## src/rtl/stopwatch_display_scan.sv

```systemverilog
// stopwatch_display_scan
// Time-multiplexes the stopwatch BCD digits onto one common-anode 7-segment bus.
// A snapshot of the live digits is taken only at a scan-frame boundary, so a frame
// never shows a half-updated value. FREEZE holds that snapshot for a lap display.
// The TRG_IN rising edge toggles the seconds indicator on the decimal point of slot
// DP_DIGIT.
// Optional build macro: LEADING_ZERO_BLANK_EN (blank leading zero digits).
module stopwatch_display_scan #(
  parameter int NUM_DIGITS = 4,
  parameter int SCAN_DIV   = 1000,
  parameter int DP_DIGIT   = 2
) (
  input  logic                          CLK,
  input  logic                          RST,
  input  logic [4*NUM_DIGITS-1:0]       DIGITS,
  input  logic                          TRG_IN,
  input  logic                          FREEZE,
  output logic [6:0]                    SEG,
  output logic                          DP,
  output logic [NUM_DIGITS-1:0]         AN,
  output logic [$clog2(NUM_DIGITS)-1:0] DIGIT_IDX
);

  localparam int IDX_W = $clog2(NUM_DIGITS);
  localparam int PRE_W = $clog2(SCAN_DIV);

  logic [PRE_W-1:0]        prescaler;
  logic                    tick;
  logic                    last_slot;
  logic [4*NUM_DIGITS-1:0] snapshot;
  logic                    dp_state;
  logic                    trg_prev;
  logic [NUM_DIGITS-1:0]   blank;
  logic [3:0]              cur_digit;
  logic                    cur_blank;
  logic [6:0]              seg_next;
  logic                    dp_next;
  logic [NUM_DIGITS-1:0]   an_next;

  // BCD to active-high {g..a}; codes 10..15 light only the middle bar.
  function automatic logic [6:0] bcd_to_seg(input logic [3:0] d);
    logic [6:0] s;
    case (d)
      4'd0:    s = 7'h3F;
      4'd1:    s = 7'h06;
      4'd2:    s = 7'h5B;
      4'd3:    s = 7'h4F;
      4'd4:    s = 7'h66;
      4'd5:    s = 7'h6D;
      4'd6:    s = 7'h7D;
      4'd7:    s = 7'h07;
      4'd8:    s = 7'h7F;
      4'd9:    s = 7'h6F;
      default: s = 7'h40;
    endcase
    return s;
  endfunction

  assign tick      = (prescaler == PRE_W'(SCAN_DIV - 1));
  assign last_slot = (DIGIT_IDX == IDX_W'(NUM_DIGITS - 1));

  // Slot-rate prescaler and scan position.
  always_ff @(posedge CLK or posedge RST) begin
    if (RST) begin
      prescaler <= '0;
      DIGIT_IDX <= '0;
    end else if (tick) begin
      prescaler <= '0;
      DIGIT_IDX <= last_slot ? '0 : DIGIT_IDX + IDX_W'(1);
    end else begin
      prescaler <= prescaler + PRE_W'(1);
      DIGIT_IDX <= DIGIT_IDX;
    end
  end

  // Snapshot capture only at the frame boundary, skipped while frozen.
  always_ff @(posedge CLK or posedge RST) begin
    if (RST) begin
      snapshot <= '0;
    end else if (tick && last_slot && !FREEZE) begin
      snapshot <= DIGITS;
    end else begin
      snapshot <= snapshot;
    end
  end

  // Seconds indicator toggles once per TRG_IN rising edge.
  always_ff @(posedge CLK or posedge RST) begin
    if (RST) begin
      trg_prev <= 1'b0;
      dp_state <= 1'b0;
    end else begin
      trg_prev <= TRG_IN;
      dp_state <= (TRG_IN && !trg_prev) ? !dp_state : dp_state;
    end
  end

  // Per-slot blank flags: a slot is dark when it and every higher digit are zero.
  always_comb begin
    blank = '0;
`ifdef LEADING_ZERO_BLANK_EN
    for (int k = NUM_DIGITS - 1; k > 0; k--) begin
      if (snapshot[4*k +: 4] != 4'd0) begin
        break;
      end else begin
        blank[k] = 1'b1;
      end
    end
`endif
  end

  // Next display drive for the slot currently selected.
  always_comb begin
    cur_digit = 4'd0;
    cur_blank = 1'b0;
    an_next   = '1;
    for (int k = 0; k < NUM_DIGITS; k++) begin
      if (DIGIT_IDX == IDX_W'(k)) begin
        cur_digit  = snapshot[4*k +: 4];
        cur_blank  = blank[k];
        an_next[k] = blank[k];
      end else begin
        an_next[k] = 1'b1;
      end
    end
    if (cur_blank) begin
      seg_next = 7'h7F;
      dp_next  = 1'b1;
    end else begin
      seg_next = ~bcd_to_seg(cur_digit);
      dp_next  = (DIGIT_IDX == IDX_W'(DP_DIGIT)) ? !dp_state : 1'b1;
    end
  end

  // Registered pin drive; dark while in reset.
  always_ff @(posedge CLK or posedge RST) begin
    if (RST) begin
      SEG <= 7'h7F;
      DP  <= 1'b1;
      AN  <= '1;
    end else begin
      SEG <= seg_next;
      DP  <= dp_next;
      AN  <= an_next;
    end
  end

endmodule
```

## config.mk

```make
export PLATFORM = sky130hd
export DESIGN_NAME = stopwatch_display_scan
export DESIGN_NICKNAME = d
export VERILOG_FILES = /design/src/rtl/stopwatch_display_scan.sv
export SDC_FILE = /design/constraint.sdc
export NUM_CORES = 1
export LEC_CHECK = 0
export CAP_MARGIN = 10
export CORE_UTILIZATION = 31
export DETAILED_ROUTE_END_ITERATION = 10
export PLACE_DENSITY = 0.58
export REMOVE_ABC_BUFFERS = 1
export SYNTH_ARGS = -nofsm -noshare
export SYNTH_HDL_FRONTEND = slang
export SYNTH_SLANG_ARGS = --single-unit
```

## constraint.sdc

```tcl
create_clock -name CLK -period 4.2 [get_ports CLK]
set_clock_uncertainty 0.05 [all_clocks]
set_input_delay 0.84 -clock CLK [delete_from_list [all_inputs] [get_ports CLK]]
set_output_delay 0.84 -clock CLK [all_outputs]
set_load 0.005 [all_outputs]
```

* Word-level counts from Yosys, hierarchy flattened
Memory sizes are Yosys's and may differ from the RTL's. Index checks and enable logic that the tools add are counted.
Operators by class: muxes and demuxes 11, magnitude comparators 0, multiply operators 0, reductions and logical operators 7, add/subtract/negate cells 2, shifts and indexed selects 0, div/mod/pow operators 0, bitwise logic cells 1, equal/unequal tests 4
Operators by type and width (number):
- two-way mux 4 bit | 4
- adder 10 x 1 -> 10 bit (second input constant) | 1
- == test 10 bit (second input constant) | 1
- two-way mux 10 bit | 1
- NOT 7 bit | 1
- two-way mux 1 bit | 5
- == test 2 bit (second input constant) | 2
- logical AND 1 bit | 3
- zero test 1 bit | 3
- adder 2 x 1 -> 2 bit (second input constant) | 1
- == test 2 x 1 -> 1 bit (second input constant) | 1
- zero test 2 bit | 1
- two-way mux 2 bit | 1
Storage, ports and cells: input port bits 20, bits in writable memories 0, output and inout port bits 14, word-level logic and storage cells 34, register bits 42, bits in latches 0, memories kept 1, ROM bits 112
Memories:
- (no name shown) | depth 16, bits a word 7, rd ports 1, clocked after Yosys merged registers in 0, wr ports 0, line 43 | case (d)

* Depth between registers and ports, before layout
An unclocked memory read counts as a cell.
depth in word-level cells 7, mapped depth 10, depth with buffers taken out 9

* Worst setup path after synthesis
No wires, ideal clock.
path kind reg2reg, start reg DIGIT_IDX[0], end reg SEG[1], setup slack 1945 ps, arrival 2125 ps, path buffers 0, library setup time 80 ps, stages on the path, launching flop included 10, data required time 4070 ps, period minus slack after synthesis 2255 ps, cell sequence dfrtp_1 > inv_1 > ha_1 > inv_1 > o21a_1 > a22oi_1 > inv_1 > ha_1 > nand2b_1 > a21boi_0
Between the ends: cells in the longest elaborated chain, start to end 7, elaborated cells between the ends (all ways) 10, those cells by class eq/ne: 3; mux: 4; bitwise: 1; reduce/logical: 1; memory: 1
RTL lines:
- start, declared | line 21 | output logic [$clog2(NUM_DIGITS)-1:0] DIGIT_IDX
- start signal, assigned | line 69 | DIGIT_IDX <= last_slot ? '0 : DIGIT_IDX + IDX_W'(1);
- zero test 2 bit | line 118 | if (DIGIT_IDX == IDX_W'(k)) begin
- two-way mux 4 bit (3 in a row) | line 118
- two-way mux 4 bit (*) | line 118
- memory read (16 x 7 bit) (*)
- NOT 7 bit (*) | line 130 | seg_next = ~bcd_to_seg(cur_digit);
- via seg_next[1] | line 36 | logic [6:0] seg_next;
- end signal, assigned | line 142 | SEG <= seg_next;
- end, declared | line 18 | output logic [6:0] SEG,
Mark *: on every way through the listed nets, which the timed path passes. The rest lies on a longest branch. A chain may end at the register's enable or synchronous reset.

* Worst setup path after layout
start reg DIGIT_IDX[0], end reg SEG[4]
The elaborated chain is that of the path after synthesis.

==> impl_metrics.prom <==
# TYPE chip_impl_metric gauge
chip_impl_metric{name="timing.critical_path.arrival",unit="ps"} 2780
chip_impl_metric{name="first_global_vias",unit=""} 1255
chip_impl_metric{name="hold_ws",unit="ps"} 402
chip_impl_metric{name="vias_per_cell",unit=""} 4.66
chip_impl_info{name="mostFrequentLayoutCells",value="33 x sky130_fd_sc_hd__clkdlybuf4s50_1, 30 x sky130_fd_sc_hd__dfrtp_1, 12 x sky130_fd_sc_hd__dfstp_2"} 1
chip_impl_metric{name="wl_per_cell",unit="um"} 13.3
chip_impl_metric{name="critical_path_peak_fanout",unit=""} 9
chip_impl_metric{name="period_needed",unit="ps"} 2610
chip_impl_metric{name="synth_area",unit="sq um"} 1970
chip_impl_metric{name="nets",unit=""} 226
chip_impl_metric{name="grt_overflow",unit=""} 0
chip_impl_metric{name="dpl-instance-area",unit="sq um"} 2380
chip_impl_metric{name="ios",unit=""} 34
chip_impl_metric{name="period_share",unit="%"} 62.2
chip_impl_metric{name="placed_cells_incl_taps",unit=""} 264
chip_impl_metric{name="timing.reg2reg.setup_slack",unit="ps"} 1590
chip_impl_metric{name="wire_length_of_the_first_global_routing_pass",unit="um"} 5980
chip_impl_metric{name="seqPwrFrac",unit="%"} 57.4
chip_impl_metric{name="max-vdd-ir-drop",unit="uV"} 145
chip_impl_metric{name="cts_setup_buffers",unit=""} 0
chip_impl_metric{name="ctsResizeCount",unit=""} 0
chip_impl_metric{name="syn2layout_area_growth",unit="%"} 25.7
chip_impl_metric{name="powerDensity",unit="nW/um^2"} 291
chip_impl_metric{name="grt_start_max_net_pins",unit=""} 43
chip_impl_metric{name="cts_buffers",unit=""} 5
chip_impl_metric{name="antenna_left",unit=""} 0
chip_impl_metric{name="minimum_setup_slack_in_the_final_design",unit="ps"} 1590
chip_impl_metric{name="ys_warn_count",unit=""} 0
chip_impl_metric{name="switchingPower",unit="uW"} 159
chip_impl_metric{name="core_region_area",unit="sq um"} 6030
chip_impl_metric{name="met2_wirelength_from_detailed_routing",unit="um"} 1670
chip_impl_metric{name="leakage",unit="nW"} 1.14
chip_impl_metric{name="synthesis.instances",unit=""} 159
chip_impl_metric{name="htree_num_levels",unit=""} 2
chip_impl_metric{name="routed_wirelength",unit="um"} 3610
chip_impl_metric{name="detailedRoute.firstPassIterationCount",unit=""} 4
chip_impl_info{name="routed.top_layer",value="met4"} 1
chip_impl_metric{name="antenna_cells",unit=""} 0
chip_impl_metric{name="hold_violations",unit=""} 0
chip_impl_metric{name="vias",unit=""} 1268
chip_impl_metric{name="clock_network_latency_to_the_later_pin_of_the_worst_skew_pair",unit="ps"} 300
chip_impl_metric{name="cellInternalPower",unit="uW"} 562
chip_impl_info{name="cts_root_buffer",value="sky130_fd_sc_hd__clkbuf_8"} 1
chip_impl_metric{name="finalSetupTns",unit="ps"} 0
chip_impl_metric{name="synth-seq-area-share",unit="%"} 54.1
chip_impl_info{name="critPathKind",value="register to register"} 1
chip_impl_metric{name="rows",unit=""} 28
chip_impl_metric{name="place.gp.congestion",unit=""} 0.707
chip_impl_metric{name="die_h",unit="um"} 81.8
chip_impl_metric{name="timing.fmax",unit="MHz"} 383
chip_impl_info{name="endpoint_kind",value="register"} 1
chip_impl_metric{name="cts_max_path_buffers",unit=""} 2
chip_impl_metric{name="p_sw_share",unit="%"} 22.1
chip_impl_info{name="critical_path_source_type",value="register"} 1
chip_impl_info{name="run_status",value="complete, no violations"} 1
chip_impl_metric{name="die_outline_width",unit="um"} 81.8
chip_impl_metric{name="synth.ff_latch_count",unit=""} 42
chip_impl_metric{name="placement.io_buffers",unit=""} 33
chip_impl_info{name="most_frequent_standard_cell_in_the_layout_excluding_fill_and_tap_cells",value="sky130_fd_sc_hd__clkdlybuf4s50_1"} 1
chip_impl_metric{name="drive_above_1_share",unit="%"} 16.8
chip_impl_metric{name="avgSynthCellArea",unit="sq um"} 12.4
chip_impl_metric{name="tightestPinTransition",unit="ps"} 850
chip_impl_info{name="hp-class",value="register to register"} 1
chip_impl_metric{name="final-instance-count-excl-fill",unit=""} 272
chip_impl_metric{name="pre_cts_slack",unit="ps"} 1550
chip_impl_metric{name="initial_antenna_violation_count",unit=""} 0
chip_impl_metric{name="timing.final.setup_violations",unit=""} 0
chip_impl_info{name="unrepaired_setup_endpoints_after_global_routing",value="false"} 1
chip_impl_metric{name="required",unit="ps"} 4370
chip_impl_metric{name="timing.max_cap.violations",unit=""} 0
chip_impl_metric{name="grt_util_all_layers",unit="%"} 12.3
chip_impl_metric{name="start_util",unit="%"} 32.7
chip_impl_metric{name="final_area",unit="sq um"} 2480
chip_impl_metric{name="timing.max_slew.rel_slack",unit="%"} 43.3
chip_impl_metric{name="timing_max_transition_violations_final",unit=""} 0
chip_impl_metric{name="p_comb_share",unit="%"} 4.4
chip_impl_metric{name="clockPowerShare",unit="%"} 38.2
chip_impl_metric{name="count_of_distinct_cell_types_in_the_synthesized_netlist",unit=""} 42
chip_impl_metric{name="clock_transition_at_path_regs",unit="ps"} 80
chip_impl_metric{name="detail_route.iter0.violations",unit=""} 34
chip_impl_metric{name="floorplan.die_area",unit="sq um"} 6680
chip_impl_info{name="cts_tree",value="yes"} 1
chip_impl_metric{name="post_cts_hold_buffer_count",unit=""} 0
chip_impl_metric{name="place_hpwl",unit="um"} 2570
chip_impl_metric{name="met3_length",unit="um"} 177
chip_impl_metric{name="m1WireLength",unit="um"} 1700
chip_impl_metric{name="clock_sink_count",unit=""} 42
chip_impl_metric{name="drc",unit=""} 0
-- layout make-up --
cell class	count	area (sq um)
Sequential cell	42	1070
Multi-Input combinational cell	101	837
Inverter	11	41.3
Clock inverter	2	12.5
Fill cell	600	3550
Timing Repair Buffer	35	345
Clock buffer	6	82.6
Tap cell	75	93.8
-- flip-flops by register name, summed over array words and instances, names as in the netlist --
register and flops:
trg_prev 1, DIGIT_IDX 2, dp_state 1, AN 4, prescaler 10, snapshot 16
SEG 7, DP 1
-- worst paths after layout --
kind,from,to,depth (start not counted)
min in group asynchronous,RST,prescaler[9],3
hold / removal,dp_state,DP,1
max in group asynchronous,RST,SEG[3],3
hold reg to reg,dp_state,DP,1
setup reg to reg,DIGIT_IDX[0],SEG[4],8
setup / recovery,DIGIT_IDX[0],SEG[4],8
-- kinds of logic after synthesis --
logic type               share of synthesized area [%]
buffers and inverters                             3.49
AND/OR/NAND/NOR                                   11.7
multiplexers                                      11.2
AO/OA/AOI/OAI                                     10.1
adder cells (fa/ha/maj)                           6.35
flip-flops                                        54.1
XOR/XNOR                                          3.11
-- metrics by stage --
stage	power, mW	utilization [%]
floorplan	0.431	-
global placement	0.454	39.6
detailed placement	0.454	39.6
CTS	0.733	41.1
global route	0.754	41.1
finish	0.721	41.1
-- synthesized netlist by cell type, drive strengths merged --
library cell	number	area (sq um)
and2	1	6.26
nor3	2	10.0
o21a	1	7.51
a21boi	2	15.0
o21bai	1	7.51
a21o	2	15.0
nor2	6	22.5
ha	10	125
mux2	17	191
and3	1	6.26
xnor2	4	35.0
buf	2	16.3
a21oi	2	10.0
nand3	4	20.0
a22oi	6	45.0
and4	1	8.76
o21ai	4	20.0
a211o	1	8.76
a22o	1	8.76
inv	11	41.3
nand2	9	33.8
xor2	3	26.3
mux2i	3	30.0
nand3b	1	7.51
nand4	1	6.26
dfrtp	30	751
and3b	2	17.5
nand2b	4	25.0
o221ai	2	17.5
a211oi	1	7.51
nor2b	2	12.5
dfstp	12	315
a221oi	1	26.3
a221o	1	10.0
or3b	1	8.76
nor4	2	18.8
nor3b	2	26.3
clkbuf	3	11.3
-- critical path, stage by stage, from the launching register on --
cell	delay, ps
sky130_fd_sc_hd__dfrtp_1	410
sky130_fd_sc_hd__ha_1	390
sky130_fd_sc_hd__inv_1	220
sky130_fd_sc_hd__o21a_1	160
sky130_fd_sc_hd__a22oi_1	520
sky130_fd_sc_hd__inv_1	150
sky130_fd_sc_hd__ha_1	220
sky130_fd_sc_hd__mux2_2	260
sky130_fd_sc_hd__a22oi_1	150
-- power by group through the flow --
stage	sequential, mW	combinational [mW]	clock (mW)
2_1_floorplan	0.420	0.0106	0
3_3_place_gp	0.422	0.0323	0
3_5_place_dp	0.422	0.0326	0
4_1_cts	0.414	0.0327	0.286
5_1_grt	0.415	0.0357	0.303
6_report	0.414	0.0315	0.276
-- metal layers --
layer / global-route usage [%] / vias up
met5: 0 / -
met4: 5.26 / 0
met3: 4.78 / 6
met2: 18.7 / 25
met1: 15.5 / 610
li1: - / 627
Power figures use the tool's default switching activity.
